--- config.mk ---
export PLATFORM = sky130hd
export DESIGN_NAME = bus_master_arb
export DESIGN_NICKNAME = d
export VERILOG_FILES = /design/src/rtl/bus_master_arb.sv
export SDC_FILE = /design/constraint.sdc
export NUM_CORES = 1
export LEC_CHECK = 0
export CAP_MARGIN = 20
export CELL_PAD_IN_SITES_DETAIL_PLACEMENT = 2
export CELL_PAD_IN_SITES_GLOBAL_PLACEMENT = 2
export CORE_MARGIN = 2
export CORE_UTILIZATION = 28
export DETAILED_ROUTE_END_ITERATION = 8
export HOLD_SLACK_MARGIN = 0.02
export PLACE_DENSITY = 0.9
export SLEW_MARGIN = 30
export SYNTH_ARGS = -nofsm -noshare
export SYNTH_HDL_FRONTEND = slang
export SYNTH_SLANG_ARGS = --single-unit
--- constraint.sdc ---
create_clock -name clk -period 3.8 [get_ports clk]
set_input_delay 0.76 -clock clk [delete_from_list [all_inputs] [get_ports clk]]
set_output_delay 0.76 -clock clk [all_outputs]
set_load 0.02 [all_outputs]
--- src/rtl/bus_master_arb.sv ---
// Round-robin bus master: grants one of NREQ requesters, drives dValid/data
// for MIN_CYC..MAX_CYC cycles and reports completion, timeout and early dAck.
module bus_master_arb #(
  parameter int unsigned NREQ    = 4,
  parameter int unsigned DW      = 8,
  parameter int unsigned MIN_CYC = 2,
  parameter int unsigned MAX_CYC = 4
) (
  input  logic               clk,
  input  logic               reset,
  input  logic [NREQ-1:0]    req,
  input  logic [NREQ*DW-1:0] req_data,
  input  logic               dAck,
  output logic               dValid,
  output logic [DW-1:0]      data,
  output logic [NREQ-1:0]    gnt,
  output logic [NREQ-1:0]    done,
  output logic               xfer_err,
  output logic               early_ack_err,
  output logic               busy
);

  localparam int unsigned LW = (NREQ > 1) ? $clog2(NREQ) : 1;
  localparam int unsigned CW = $clog2(MAX_CYC + 1);
  localparam logic [CW-1:0] MIN_V = CW'(MIN_CYC);
  localparam logic [CW-1:0] MAX_V = CW'(MAX_CYC);

  typedef enum logic {
    IDLE,
    XFER
  } state_e;

  state_e            state_q, state_d;
  logic              dvalid_q, dvalid_d;
  logic [DW-1:0]     data_q, data_d;
  logic [NREQ-1:0]   gnt_q, gnt_d;
  logic [NREQ-1:0]   done_q, done_d;
  logic              xfer_err_q, xfer_err_d;
  logic              early_q, early_d;
  logic              busy_q, busy_d;
  logic [CW-1:0]     vcnt_q, vcnt_d;
  logic [LW-1:0]     last_q, last_d;

  logic [NREQ-1:0]   elig;
  logic              found;
  logic [LW-1:0]     win;

  // Masking with done_q keeps the requester that just finished from winning
  // on the same edge its done pulse is visible.
  always_comb begin
    int unsigned idx;
    idx   = 0;
    elig  = req & ~done_q;
    found = 1'b0;
    win   = last_q;
    for (int unsigned k = 1; k <= NREQ; k++) begin
      idx = k + 32'(last_q);
      if (idx >= NREQ) idx = idx - NREQ;
      if (!found && elig[idx[LW-1:0]]) begin
        found = 1'b1;
        win   = idx[LW-1:0];
      end
    end
  end

  always_comb begin
    state_d    = state_q;
    dvalid_d   = dvalid_q;
    data_d     = data_q;
    gnt_d      = gnt_q;
    done_d     = '0;
    xfer_err_d = 1'b0;
    early_d    = 1'b0;
    vcnt_d     = vcnt_q;
    last_d     = last_q;
    case (state_q)
      IDLE: begin
        if (found) begin
          state_d    = XFER;
          dvalid_d   = 1'b1;
          data_d     = req_data[32'(win)*DW +: DW];
          gnt_d      = '0;
          gnt_d[win] = 1'b1;
          vcnt_d     = CW'(1);
          last_d     = win;
        end
      end
      XFER: begin
        if (dAck && (vcnt_q >= MIN_V)) begin
          state_d  = IDLE;
          dvalid_d = 1'b0;
          gnt_d    = '0;
          done_d   = gnt_q;
        end else if (!dAck && (vcnt_q == MAX_V)) begin
          state_d    = IDLE;
          dvalid_d   = 1'b0;
          gnt_d      = '0;
          done_d     = gnt_q;
          xfer_err_d = 1'b1;
        end else begin
          vcnt_d = vcnt_q + CW'(1);
        end
        if (dAck && (vcnt_q < MIN_V)) early_d = 1'b1;
      end
      default: state_d = IDLE;
    endcase
    busy_d = (state_d == XFER);
  end

  always_ff @(posedge clk or posedge reset) begin
    if (reset) begin
      state_q    <= IDLE;
      dvalid_q   <= 1'b0;
      data_q     <= '0;
      gnt_q      <= '0;
      done_q     <= '0;
      xfer_err_q <= 1'b0;
      early_q    <= 1'b0;
      busy_q     <= 1'b0;
      vcnt_q     <= '0;
      last_q     <= LW'(NREQ - 1);
    end else begin
      state_q    <= state_d;
      dvalid_q   <= dvalid_d;
      data_q     <= data_d;
      gnt_q      <= gnt_d;
      done_q     <= done_d;
      xfer_err_q <= xfer_err_d;
      early_q    <= early_d;
      busy_q     <= busy_d;
      vcnt_q     <= vcnt_d;
      last_q     <= last_d;
    end
  end

  assign dValid        = dvalid_q;
  assign data          = data_q;
  assign gnt           = gnt_q;
  assign done          = done_q;
  assign xfer_err      = xfer_err_q;
  assign early_ack_err = early_q;
  assign busy          = busy_q;

endmodule

==> summary.txt, run 1 <==
Shortest period the worst path allows -> 2.83 ns
Antenna Violating Nets Remaining -> 0
Fin Setup TNS -> 0 ns
Final Hold Violating Endpoints -> 0
Max-cap check violation count -> 0
Net count after synthesis -> 199
Mean post-synth cell area -> 9.87 µm²
Clock root buffer master -> clkbuf_8
Hold Path Class -> flip-flop to flip-flop
Slew @ Worst Pin -> 0.847 ns
Wire length after detailed routing -> 5450 µm
Slew Limit Headroom -> 0.419
Overall die height -> 78.4 µm
Overall global routing resource usage -> 0.181
Final-layout worst hold slack -> 0.483 ns
Total clock buffers created by CTS -> 3
Number of DRC markers after the initial detailed-route iteration -> 119
CTS tree -> built
Floorplan core area -> 5440 µm²
Site row count -> 27
Final routed DRC violation total -> 0
Final setup fails -> 0
Number of distinct standard cells referenced by the synthesized netlist -> 39
Vias in the first global route -> 1,590
Endpoint arrival time on the critical path -> 2.96 ns
Number of nets in the final layout -> 255
Worst IR Drop VDD -> 0.199 mV
Port buffer count -> 58
Via count -> 1,489
Achievable frequency -> 353 MHz
Area added between synthesis and finish -> 40.8%
Layout cell share with drive strength beyond 1 -> 0.0802
Weighted congestion at the end of routability-driven global placement -> 0.781
Clock-pin slew reported for the worst setup and hold paths after clock tree synthesis -> 0.09 ns
Synthesized area -> 1550 µm²
Clock sink count -> 25
Final core area utilization -> 0.401
Sequential cell area fraction in the yosys report -> 0.405
H-tree levels -> 1
Average wire length per cell after detail routing -> 19.2 µm
Initial antenna violation count -> 0
Maximum fanout count along the critical path -> 17
Number of cells in the finished layout apart from fillers -> 284
Number of primary I/O pins -> 59
Power Density -> 717 nW/µm²
First-pass iteration count of the detailed router -> 4
Insertion delay of the later-clocked pin in the worst-skew pair -> 0.27 ns
DP HPWL -> 3750 µm
Unrepaired setup endpoints after global routing -> no
Number of instances in the placed design -> 280
Starting Density -> 0.285
Period utilization -> 0.746
Overall die area -> 6140 µm²
Worst Skew -> 0.00992 ns
# diodes -> 0
Overflow left after global routing -> 0
Number of buffers inserted for hold repair after clock tree synthesis -> 0
Clock Tree Buf Depth -> 2
Cell leakage power -> 0.920 nW
Post-DR vias/cell -> 5.24
Nature of the critical path endpoint -> flip-flop
Category of the critical setup timing path -> primary input to flip-flop
Buffers inserted by post-CTS timing repair -> 0
Outcome -> finished clean
Global-route wire length before repair -> 8630 µm
Resized cells post-CTS -> 0
Critical Path Source Type -> primary input
Die Span X -> 78.4 µm
CP required -> 3.93 ns
Number of instances in the synthesized netlist -> 157
Flop and latch count out of synthesis -> 25
Number of warnings printed during yosys synthesis -> 0
Post-layout total power -> 1.56 mW
Maximum number of pins on one net before global-route repair -> 26
Final max-slew violation count -> 0
## cells by family (layout without fill, tap and decap cells)
family                   count (synthesis)  after routing  share of synthesized area
multiplexers                             2              2                     0.0137
buffers and inverters                   28             83                      0.107
adder cells (fa/ha/maj)                  3              3                     0.0242
XOR/XNOR                                 2              2                     0.0113
AO/OA/AOI/OAI                           54             54                      0.294
AND/OR/NAND/NOR                         43             43                      0.144
flip-flops                              25             25                      0.405
## placed cells by master, fill, tap and decap left out, drive strengths merged, types with 4 or more instances in the layout
cell / Yosys / layout
clkdlybuf4s50: 0 / 58
dfrtp: 23 / 23
inv: 20 / 20
nand2: 17 / 17
a211oi: 16 / 16
a221oi: 9 / 9
nor2: 8 / 8
a2111oi: 8 / 8
o31ai: 8 / 8
and2: 4 / 4
clkbuf: 2 / 4
## stage by stage
step           cell area (µm²)  setup WS [ns]
2_1_floorplan             1550           1.65
3_3_place_gp              2140          0.951
3_5_place_dp              2140          0.738
4_1_cts                   2180          0.981
5_1_grt                   2180          0.762
6_report                  2180          0.967
## sequential cells by signal, indices dropped and copies added, names as in the netlist
| signal | cells |
|---|---|
| busy | 1 |
| dValid | 1 |
| data | 8 |
| done | 4 |
| early_ack_err | 1 |
| gnt | 4 |
| last_q | 2 |
| vcnt_q | 3 |
| xfer_err | 1 |
## power breakdown
group	total [mW]	switching (mW)	leakage (nW)	internal, mW
sequential	0.506	0.125	0.314	0.381
combinational	0.897	0.515	0.583	0.383
clock	0.159	0.0844	0.0228	0.0750
## cell usage after synthesis, drive strengths merged
| master | instances | area, µm² |
|---|---|---|
| a2111oi | 8 | 70.1 |
| a211oi | 16 | 120 |
| a21o | 1 | 15.0 |
| a221oi | 9 | 96.4 |
| a22o | 2 | 17.5 |
| and2 | 4 | 25.0 |
| and2b | 2 | 16.3 |
| and3b | 1 | 8.76 |
| and4b | 1 | 10.0 |
| buf | 6 | 63.8 |
| clkbuf | 2 | 27.5 |
| dfrtp | 23 | 576 |
| dfstp | 2 | 52.6 |
| ha | 3 | 37.5 |
| inv | 20 | 75.1 |
| mux2 | 1 | 11.3 |
| mux2i | 1 | 10.0 |
| nand2 | 17 | 63.8 |
| nand2b | 3 | 18.8 |
| nand4b | 1 | 8.76 |
| nor2 | 8 | 30.0 |
| nor2b | 2 | 15.0 |
| nor3 | 2 | 10.0 |
| o21a | 1 | 7.51 |
| o21ai | 3 | 15.0 |
| o221a | 1 | 11.3 |
| o22ai | 3 | 25.0 |
| o2bb2ai | 2 | 17.5 |
| o31ai | 8 | 60.1 |
| or2b | 1 | 8.76 |
| or3 | 1 | 7.51 |
| xnor2 | 1 | 8.76 |
| xor2 | 1 | 8.76 |
## worst max-delay path, stage by stage
cell and delay, ns:
clkdlybuf4s50_1 0.46, nand2b_1 0.17, a221oi_4 0.74, a211oi_1 0.15, a2111oi_0 0.49, o31ai_1 0.18
## routing by layer
metal / share of wire / vias up / global-route usage
met3: 0.031 / 8 / 0.0230
met1: 0.44 / 751 / 0.229
met4: 0.016 / 0 / 0.0561
li1: - / 690 / -
met5: 0 / - / 0
met2: 0.52 / 40 / 0.321
## worst paths after layout
check,startpoint,to,slack (ns),cells after the start
hold reg to reg,data[1]$_DFFE_PP0P_,data[1]$_DFFE_PP0P_,0.48,2
hold / removal,data[1]$_DFFE_PP0P_,data[1]$_DFFE_PP0P_,0.48,2
setup reg to reg,last_q[1]$_DFFE_PP1P_,data[0]$_DFFE_PP0P_,1.41,3
setup / recovery,req[3],data[0]$_DFFE_PP0P_,0.97,6
max in group asynchronous,reset,busy$_DFF_PP0_,2.56,2
min in group asynchronous,reset,data[5]$_DFFE_PP0P_,0.87,2
## layout make-up
class	instances	area, µm²
clock buffer	4	45.0
fill	580	3260
inverter	20	75.1
multi-input combinational	104	754
sequential	25	628
tap	72	90.1
timing repair buffer	59	588
(Power assumes the default switching activity.)
==> run 2, diff against run 1 <==
--- a/config.mk
+++ b/config.mk
@@ -9,10 +9,10 @@
 export CELL_PAD_IN_SITES_DETAIL_PLACEMENT = 2
 export CELL_PAD_IN_SITES_GLOBAL_PLACEMENT = 2
 export CORE_MARGIN = 2
-export CORE_UTILIZATION = 28
+export CORE_UTILIZATION = 23
 export DETAILED_ROUTE_END_ITERATION = 8
 export HOLD_SLACK_MARGIN = 0.02
-export PLACE_DENSITY = 0.9
+export PLACE_DENSITY = 0.79
 export SLEW_MARGIN = 30
 export SYNTH_ARGS = -nofsm -noshare
 export SYNTH_HDL_FRONTEND = slang
==> constraint.sdc (replaced) <==
create_clock -name clk -period 2.4 [get_ports clk]
set_input_delay 0.48 -clock clk [delete_from_list [all_inputs] [get_ports clk]]
set_output_delay 0.48 -clock clk [all_outputs]
set_load 0.02 [all_outputs]
==> summary.txt, run 2 (synthesis results as in run 1) <==
Outcome -> finished clean
Hold Path Class -> flip-flop to flip-flop
Number of buffers inserted for hold repair after clock tree synthesis -> 0
Initial antenna violation count -> 0
Area taken by multi-input logic gates -> 754 µm²
Achievable frequency -> 462 MHz
Clock sink count -> 25
Slowest library cell on the worst path -> a2111oi_0
Number of DRC markers after the initial detailed-route iteration -> 76
Fin Setup TNS -> 0 ns
Average wire length per cell after detail routing -> 16.6 µm
Worst IR Drop VDD -> 0.296 mV
Buffers inserted by post-CTS timing repair -> 0
Period utilization -> 0.902
Critical Path Source Type -> primary input
Cell leakage power -> 0.976 nW
Most frequent cells in the layout -> clkdlybuf4s50_1 (58), dfrtp_1 (23), inv_1 (19)
Final routed DRC violation total -> 0
Place WS -> -0.0749 ns
Max-cap check violation count -> 0
Final core area utilization -> 0.356
Critical path, cell by cell -> clkdlybuf4s50_1 -> nor2b_2 -> a221oi_4 -> buf_12 -> a21o_4 -> a2111oi_0 -> o31ai_1
Post-layout total power -> 2.57 mW
Via count -> 1,468
Maximum number of pins on one net before global-route repair -> 26
Post-DR vias/cell -> 4.94
Commonest non-fill, non-tap cell in the layout -> clkdlybuf4s50_1
Final max-slew violation count -> 0
Crit-path max cell delay -> 0.48 ns
Unrepaired setup endpoints after global routing -> no
Resized cells post-CTS -> 0
Overall die height -> 86.1 µm
Clock-pin slew reported for the worst setup and hold paths after clock tree synthesis -> 0.09 ns
Floorplan core area -> 6420 µm²
CP required -> 2.55 ns
Overall die area -> 7410 µm²
Antenna Violating Nets Remaining -> 0
Final setup fails -> 0
# diodes -> 0
Worst Skew -> 0.00675 ns
Area added between synthesis and finish -> 47.6%
Clock Tree Buf Depth -> 2
Nature of the critical path endpoint -> flip-flop
Die Span X -> 86.1 µm
Number of nets in the final layout -> 263
Slew @ Worst Pin -> 0.435 ns
Number of cells in the finished layout apart from fillers -> 297
Maximum fanout count along the critical path -> 18
Final design area excluding fillers -> 2290 µm²
Clock root buffer master -> clkbuf_8
H-tree levels -> 1
Placed inst area -> 2240 µm²
CTS tree -> built
Wire length after detailed routing -> 4930 µm
Layout cell share with drive strength beyond 1 -> 0.114
Max FFs per register -> 8
Starting Density -> 0.241
First-pass iteration count of the detailed router -> 4
Overflow left after global routing -> 0
Number of primary I/O pins -> 59
Sequential cell area in the final layout -> 628 µm²
Vias in the first global route -> 1,599
Weighted congestion at the end of routability-driven global placement -> 0.727
Site row count -> 29
Shortest period the worst path allows -> 2.17 ns
Overall global routing resource usage -> 0.138
Slew Limit Headroom -> 0.703
Number of instances in the placed design -> 293
FILL cells -> 693
Port buffer count -> 58
Category of the critical setup timing path -> primary input to flip-flop
Final Hold Violating Endpoints -> 0
Fin worst setup slack -> 0.234 ns
Final-layout worst hold slack -> 0.488 ns
Power Density -> 1120 nW/µm²
DP HPWL -> 3800 µm
Total clock buffers created by CTS -> 3
Insertion delay of the later-clocked pin in the worst-skew pair -> 0.27 ns
Global-route wire length before repair -> 8200 µm
Endpoint arrival time on the critical path -> 2.32 ns
==> run 2: cell count changes in the layout (fill, tap and decap cells not counted) <==
cell,change
buf_4,+5
buf_12,+3
inv_1,+1
inv_2,-1
clkbuf_1,-1
clkinv_2,+1
==> run 2: final timing paths <==
| path | from | end | slack, ns | cells after the start |
|---|---|---|---|---|
| max | req[1] | data[3]$_DFFE_PP0P_ | 0.23 | 7 |
| min | data[5]$_DFFE_PP0P_ | data[5]$_DFFE_PP0P_ | 0.49 | 2 |
| max reg2reg | last_q[0]$_DFFE_PP1P_ | data[3]$_DFFE_PP0P_ | 0.49 | 6 |
| min reg2reg | data[5]$_DFFE_PP0P_ | data[5]$_DFFE_PP0P_ | 0.49 | 2 |
| max in group asynchronous | reset | last_q[1]$_DFFE_PP1P_ | 1.55 | 3 |
| min in group asynchronous | reset | data[4]$_DFFE_PP0P_ | 0.56 | 3 |
==> run 2: cell type report <==
cell class                 instances  share of cell area
multi-input combinational        104               0.330
sequential                        25               0.275
clock inverter                     1             0.00219
inverter                          20              0.0328
timing repair buffer              67               0.300
tap                               77              0.0421
clock buffer                       3              0.0181
==> run 2: worst max-delay path: cells and delay by family <==
kind	cells	cell delay [ns]
AOI/OAI and AO/OA	4	0.95
buffers and inverters	2	0.64
and+or+nand+nor	1	0.23
==> run 2: where the power goes <==
part           switching, mW  total, mW  internal (mW)
sequential             0.149      0.751          0.602
combinational          0.838       1.56          0.722
clock                  0.139      0.255          0.116
==> run 2: layer usage <==
| metal | up-vias | track usage | wire length (µm) |
|---|---|---|---|
| met2 | 29 | 0.242 | 2600 |
| met5 | - | 0 | 0 |
| met4 | 0 | 0.0390 | 45 |
| met1 | 729 | 0.177 | 2100 |
| li1 | 706 | - | - |
| met3 | 4 | 0.0183 | 178 |
